`src/rtl/frame_tx_scheduler.sv`:
```
// frame_tx_scheduler
// Shares the UART pixel link between two frame sources and sends one whole
// frame at a time. Source 0 is the test-image ROM and source 1 is the camera
// frame buffer. Arbitration is round-robin per frame. Each frame is a start
// marker pixel followed by NUM_PIXELS pixels read at fixed latency. Every
// pixel goes to the serializer over a valid/ready handshake.
//
// Ports:
//   clk          system clock
//   rst          asynchronous active-high reset
//   req[1:0]     per-source frame request (level, sampled only in IDLE)
//   abort        cancels the frame in progress
//   grant[1:0]   one-hot link owner, held for the whole frame
//   rd_addr      pixel read address to both memories
//   rd_data0/1   source 0 / source 1 read data
//   tx_data      pixel to serializer
//   tx_valid     tx_data valid
//   tx_ready     serializer accepts
//   busy         high in every state except IDLE
//   frame_done   one-cycle pulse after the last pixel of a completed frame
//   frames_sent  completed-frame count, wraps 0xFFFF -> 0
//
// READ_LATENCY must lie in 1..4.
// 2**ADDR_WIDTH must be >= NUM_PIXELS.
module frame_tx_scheduler #(
  parameter int unsigned NUM_PIXELS   = 76800,
  parameter int unsigned ADDR_WIDTH   = 17,
  parameter int unsigned READ_LATENCY = 2,
  parameter logic [11:0] START_PIXEL  = 12'h00A,
  parameter int unsigned GAP_CYCLES   = 0
) (
  input  logic                  clk,
  input  logic                  rst,
  input  logic [1:0]            req,
  input  logic                  abort,
  output logic [1:0]            grant,
  output logic [ADDR_WIDTH-1:0] rd_addr,
  input  logic [11:0]           rd_data0,
  input  logic [11:0]           rd_data1,
  output logic [11:0]           tx_data,
  output logic                  tx_valid,
  input  logic                  tx_ready,
  output logic                  busy,
  output logic                  frame_done,
  output logic [15:0]           frames_sent
);

  localparam int unsigned LAT_W = 3;
  localparam int unsigned GAP_W = (GAP_CYCLES > 0) ? $clog2(GAP_CYCLES + 1) : 1;

  localparam logic [ADDR_WIDTH-1:0] LAST_ADDR = ADDR_WIDTH'(NUM_PIXELS - 1);
  localparam logic [LAT_W-1:0]      LAT_LAST  = LAT_W'(READ_LATENCY - 1);
  localparam logic [GAP_W-1:0]      GAP_LAST  = GAP_W'(GAP_CYCLES);

  typedef enum logic [2:0] {
    IDLE   = 3'd0,
    HEADER = 3'd1,
    FETCH  = 3'd2,
    SEND   = 3'd3,
    GAP    = 3'd4
  } state_t;

  state_t                  state, state_n;
  logic [1:0]              grant_n;
  logic [ADDR_WIDTH-1:0]   rd_addr_n;
  logic [11:0]             tx_data_n;
  logic                    tx_valid_n;
  logic                    busy_n;
  logic                    frame_done_n;
  logic [15:0]             frames_sent_n;
  // Index of the source granted most recently; resets to 1 so source 0 wins the first tie.
  logic                    last_src, last_src_n;
  logic [LAT_W-1:0]        lat_cnt, lat_cnt_n;
  logic [GAP_W-1:0]        gap_cnt, gap_cnt_n;

  logic                    xfer;
  logic                    pick;
  logic                    enter_gap;

  // State and registered outputs
  always_ff @(posedge clk or posedge rst) begin
    if (rst) begin
      state       <= IDLE;
      grant       <= 2'b00;
      rd_addr     <= '0;
      tx_data     <= 12'h000;
      tx_valid    <= 1'b0;
      busy        <= 1'b0;
      frame_done  <= 1'b0;
      frames_sent <= 16'h0000;
      last_src    <= 1'b1;
      lat_cnt     <= '0;
      gap_cnt     <= '0;
    end else begin
      state       <= state_n;
      grant       <= grant_n;
      rd_addr     <= rd_addr_n;
      tx_data     <= tx_data_n;
      tx_valid    <= tx_valid_n;
      busy        <= busy_n;
      frame_done  <= frame_done_n;
      frames_sent <= frames_sent_n;
      last_src    <= last_src_n;
      lat_cnt     <= lat_cnt_n;
      gap_cnt     <= gap_cnt_n;
    end
  end

  // Next-state and next-output logic
  always_comb begin
    state_n       = state;
    grant_n       = grant;
    rd_addr_n     = rd_addr;
    tx_data_n     = tx_data;
    tx_valid_n    = tx_valid;
    frame_done_n  = 1'b0;
    frames_sent_n = frames_sent;
    last_src_n    = last_src;
    lat_cnt_n     = lat_cnt;
    gap_cnt_n     = gap_cnt;
    xfer          = tx_valid && tx_ready;
    pick          = 1'b0;
    enter_gap     = 1'b0;

    case (state)
      IDLE: begin
        if (req != 2'b00) begin
          // A tie goes to the source that was not served last.
          pick       = (req == 2'b11) ? ~last_src : req[1];
          grant_n    = pick ? 2'b10 : 2'b01;
          last_src_n = pick;
          rd_addr_n  = '0;
          tx_data_n  = START_PIXEL;
          tx_valid_n = 1'b1;
          state_n    = HEADER;
        end
      end

      HEADER: begin
        if (abort) begin
          enter_gap = 1'b1;
        end else if (xfer) begin
          tx_valid_n = 1'b0;
          lat_cnt_n  = '0;
          state_n    = FETCH;
        end
      end

      FETCH: begin
        if (abort) begin
          enter_gap = 1'b1;
        end else if (lat_cnt == LAT_LAST) begin
          // The grant cannot change mid-frame, so this mux select is stable for the frame.
          tx_data_n  = grant[1] ? rd_data1 : rd_data0;
          tx_valid_n = 1'b1;
          state_n    = SEND;
        end else begin
          lat_cnt_n = lat_cnt + 1'b1;
        end
      end

      SEND: begin
        // Abort wins over a transfer on the same edge.
        if (abort) begin
          enter_gap = 1'b1;
        end else if (xfer) begin
          if (rd_addr == LAST_ADDR) begin
            frame_done_n  = 1'b1;
            frames_sent_n = frames_sent + 16'd1;
            enter_gap     = 1'b1;
          end else begin
            rd_addr_n  = rd_addr + 1'b1;
            tx_valid_n = 1'b0;
            lat_cnt_n  = '0;
            state_n    = FETCH;
          end
        end
      end

      GAP: begin
        if (gap_cnt == GAP_LAST) begin
          state_n = IDLE;
        end else begin
          gap_cnt_n = gap_cnt + 1'b1;
        end
      end

      default: begin
        state_n = IDLE;
      end
    endcase

    // Frame end and abort both release the link and park the address.
    if (enter_gap) begin
      state_n    = GAP;
      grant_n    = 2'b00;
      rd_addr_n  = '0;
      tx_valid_n = 1'b0;
      gap_cnt_n  = '0;
    end

    busy_n = (state_n != IDLE);
  end

endmodule

```
`config.mk`:
```
export PLATFORM = sky130hd
export DESIGN_NAME = frame_tx_scheduler
export DESIGN_NICKNAME = d
export VERILOG_FILES = /design/src/rtl/frame_tx_scheduler.sv
export SDC_FILE = /design/constraint.sdc
export NUM_CORES = 1
export LEC_CHECK = 0
export ABC_AREA = 1
export BUFFER_PORTS_ARGS = -buffer_cell sky130_fd_sc_hd__buf_2
export CAP_MARGIN = 20
export CORE_ASPECT_RATIO = 1.5
export CORE_UTILIZATION = 30
export CTS_CLUSTER_DIAMETER = 80
export DETAILED_ROUTE_END_ITERATION = 8
export PLACE_DENSITY_LB_ADDON = 0.08
export SLEW_MARGIN = 0
export SYNTH_ARGS = -nofsm -noshare
export SYNTH_HDL_FRONTEND = slang
export SYNTH_SLANG_ARGS = --single-unit
```
`constraint.sdc`:
```
create_clock -name clk -period 4.88 [get_ports clk]
set_clock_uncertainty 0.1 [all_clocks]
set_input_delay 0.976 -clock clk [delete_from_list [all_inputs] [get_ports clk]]
set_output_delay 0.976 -clock clk [all_outputs]
set_load 0.03 [all_outputs]
```
==> flow_summary.rst <==
.. list-table::
   :header-rows: 1

   * - Metric
     - Value
   * - Number of core rows
     - 49
   * - Clk slew on worst S/H paths
     - 0.05 ns
   * - Pins over their slew limit
     - 0
   * - Detailed-placement wirelength estimate
     - 7120 um
   * - Clock insertion delay at the later pin of the skew report
     - 0.33 ns
   * - Final Cycle Share
     - 0.506
   * - Required @ worst endpoint
     - 3.80 ns
   * - Post-layout min period
     - 2.47 ns
   * - Post-CTS Resized
     - 0
   * - Most frequent standard cell in the layout excluding fill and tap cells
     - sky130_fd_sc_hd__nand2_1
   * - Antenna cell count
     - 0
   * - Overflow after GRT
     - 0
   * - Power density over the cells
     - 411 nW/um2
   * - Data arrival time of the worst path
     - 1.39 ns
   * - Total clock sinks
     - 57
   * - Slew at the pin closest to its max-slew limit
     - 0.843 ns
   * - Start-to-end type of the worst setup path
     - flop to primary output
   * - Post-synthesis mux area share
     - 0.0274
   * - CTS H-tree depth
     - 3
   * - Area enclosed by the die boundary
     - 12600 um2
   * - Final ANT Viol Nets
     - 0
   * - Distinct cell type count of the synthesized netlist
     - 34
   * - Leakage
     - 2.24 nW
   * - Layout Area Growth over Synthesis
     - 21.6%
   * - IR Drop Worst-Case VDD
     - 0.163 mV
   * - Area of the mapped netlist
     - 3650 um2
   * - Maximum clock rate
     - 405 MHz
   * - Setup repair after global routing missed its margin
     - no
   * - Via count of the first global-routing pass
     - 3096
   * - Library cell contributing the largest single delay on the critical path
     - sky130_fd_sc_hd__dfrtp_1
   * - Ordered cell list for the critical path
     - buf_2
   * - Remaining max-slew budget at the tightest pin
     - 0.436
   * - Root buf cell
     - sky130_fd_sc_hd__clkbuf_16
   * - Die X
     - 92.1 um
   * - Largest delay contributor family on the critical path
     - flip-flops
   * - Worst-case clock buffer depth
     - 2
   * - Combinational family with the most area after synthesis
     - simple AND/OR/NAND/NOR gates
   * - Global routing usage summed across all routing layers
     - 0.156
   * - Max incr delay on CP
     - 0.75 ns
   * - Simple-gate portion of the synthesized area
     - 0.397
   * - Mapped Nets
     - 526
   * - Die boundary height
     - 137 um
   * - Hold Fails Final Rpt
     - 0
   * - Initial Util
     - 0.306
   * - Synth Area in XOR/XNOR
     - 0.0336
   * - Post-synthesis instance total
     - 492
   * - Final-layout worst hold slack
     - 0.380 ns
   * - Run status
     - completed
   * - Top library cells by usage in the layout, fill and taps aside
     - 162 x sky130_fd_sc_hd__nand2_1, 79 x sky130_fd_sc_hd__buf_2, 59 x sky130_fd_sc_hd__nor2_1
   * - Routed wire length per instance
     - 13.2 um
   * - Endpoint class of the critical path
     - primary output
   * - Largest net degree at the start of global routing
     - 31
   * - Highest net fanout along the worst path
     - 15
   * - Wire length of the first global-routing pass
     - 15300 um
   * - Initial antenna violation count
     - 0
   * - Fraction of the mapped netlist area in compound gates
     - 0.0613
   * - Final setup violation count
     - 0
   * - TritonCTS clock tree
     - built
   * - Class of the most critical hold timing path
     - flop to flop
   * - Count of max-cap constraint violations
     - 0
   * - 1st-pass router iterations
     - 4
   * - Post-route setup TNS
     - 0 ns
   * - Number of buffers added by the clock tree synthesis step
     - 9
   * - Warnings from Yosys
     - 0
   * - Number of top-level design ports
     - 80
   * - Post-CTS repair timing setup buffer count
     - 0
   * - Final WL
     - 9650 um
   * - Type of element launching the critical path
     - flop
   * - Floorplan Core Area
     - 12000 um2
   * - RD Place Congestion
     - 0.816
   * - # hold bufs at CTS
     - 0
   * - Total via count in the routed design
     - 3307
   * - Area share of fa/ha/maj cells after synthesis
     - 0.0137
   * - Vias per inst
     - 4.53
   * - Synthesized area per cell
     - 7.43 um2
   * - Initial detailed-routing violation count
     - 95
   * - Layout cells sized above 1
     - 0.236
   * - Nets@finish
     - 606
   * - I/O Buffers
     - 79
   * - Post-synthesis sequential area ratio
     - 0.391
   * - Residual DRC count
     - 0
   * - Synthesized flop and latch total
     - 57
   * - Critical path buffers and inverters
     - 1
## layout make-up
class	instances	area (um2)
fillers	1293	7510
multi-input cells	375	1950
flip-flops and latches	57	1430
repair buffers	81	410
clock buffers	13	260
well taps	153	191
inverters	48	186
clock inverters	3	17.5
## cell families after synthesis
group | count (synthesis)
and+or+nand+nor | 317
DFF | 57
AOI/OAI and AO/OA | 30
xor gates and xnor gates | 14
adders and majority gates | 4
muxes | 10
buffers and inverters | 60
## flip-flops by register name (all words and copies together), names as in the netlist
name and cells:
rd_addr 17, frames_sent 16, tx_data 12, lat_cnt 3
state 3, grant 2, busy 1, frame_done 1
last_src 1, tx_valid 1
## power breakdown
part	internal, W	switching [W]	leakage, nW
combinational	0.000176	0.000464	1.34
sequential	0.000533	0.0000623	0.771
clock	0.000370	0.000222	0.136
total	0.00108	0.000749	2.24
## per-layer routing
| layer | up-vias | global-route usage | wire length [um] |
|---|---|---|---|
| met4 | 0 | 0.0547 | 221 |
| met3 | 14 | 0.0309 | 274 |
| met2 | 52 | 0.292 | 5150 |
| met5 | - | 0 | 0 |
| li1 | 1735 | - | - |
| met1 | 1506 | 0.173 | 4010 |
## cells in the mapped netlist
master	instances	area, um2
sky130_fd_sc_hd__a21oi_1	6	30.0
sky130_fd_sc_hd__a31oi_1	3	18.8
sky130_fd_sc_hd__and3_1	1	6.26
sky130_fd_sc_hd__buf_2	4	20.0
sky130_fd_sc_hd__buf_4	1	7.51
sky130_fd_sc_hd__buf_6	5	56.3
sky130_fd_sc_hd__clkbuf_1	2	7.51
sky130_fd_sc_hd__clkinv_2	1	5.00
sky130_fd_sc_hd__dfrtp_1	56	1400
sky130_fd_sc_hd__dfstp_2	1	26.3
sky130_fd_sc_hd__ha_1	4	50.1
sky130_fd_sc_hd__inv_1	40	150
sky130_fd_sc_hd__inv_2	5	18.8
sky130_fd_sc_hd__inv_4	2	12.5
sky130_fd_sc_hd__mux2i_1	10	100
sky130_fd_sc_hd__nand2_1	162	608
sky130_fd_sc_hd__nand2_2	5	31.3
sky130_fd_sc_hd__nand2_4	4	45.0
sky130_fd_sc_hd__nand2_8	1	20.0
sky130_fd_sc_hd__nand3_1	51	255
sky130_fd_sc_hd__nand3_2	2	20.0
sky130_fd_sc_hd__nand3b_1	3	22.5
sky130_fd_sc_hd__nand4_1	8	50.1
sky130_fd_sc_hd__nor2_1	59	221
sky130_fd_sc_hd__nor2_2	3	18.8
sky130_fd_sc_hd__nor2_4	5	56.3
sky130_fd_sc_hd__nor2_8	2	40.0
sky130_fd_sc_hd__nor3_1	10	50.1
sky130_fd_sc_hd__nor3b_1	1	7.51
sky130_fd_sc_hd__o21ai_0	11	55.1
sky130_fd_sc_hd__o31ai_1	1	7.51
sky130_fd_sc_hd__o31ai_2	9	113
sky130_fd_sc_hd__xnor2_1	3	26.3
sky130_fd_sc_hd__xor2_1	11	96.3
## path summary, 6_finish.rpt
check,start,endpoint,slack (ns),depth (start not counted)
max in group asynchronous,rst,tx_data[3],3.18,3
min in group asynchronous,rst,frames_sent[1],0.63,2
max,grant[1],grant[1],2.41,1
min reg2reg,tx_data[6],tx_data[6],0.38,2
min,tx_data[6],tx_data[6],0.38,2
max reg2reg,state[0],tx_data[1],2.63,9
## metrics by stage
stage	total power (W)	std cells	instance area, um2	setup slack [ns]	util
after floorplan	0.00113	492	3650	2.41	-
after global placement	0.00126	713	4160	2.05	0.348
after detailed placement	0.00126	714	4170	2.17	0.348
after CTS	0.00187	730	4440	2.37	0.372
after global routing	0.00195	730	4440	2.32	0.372
final	0.00183	730	4440	2.41	0.372
Note: power is estimated with default switching activity, not from simulation.
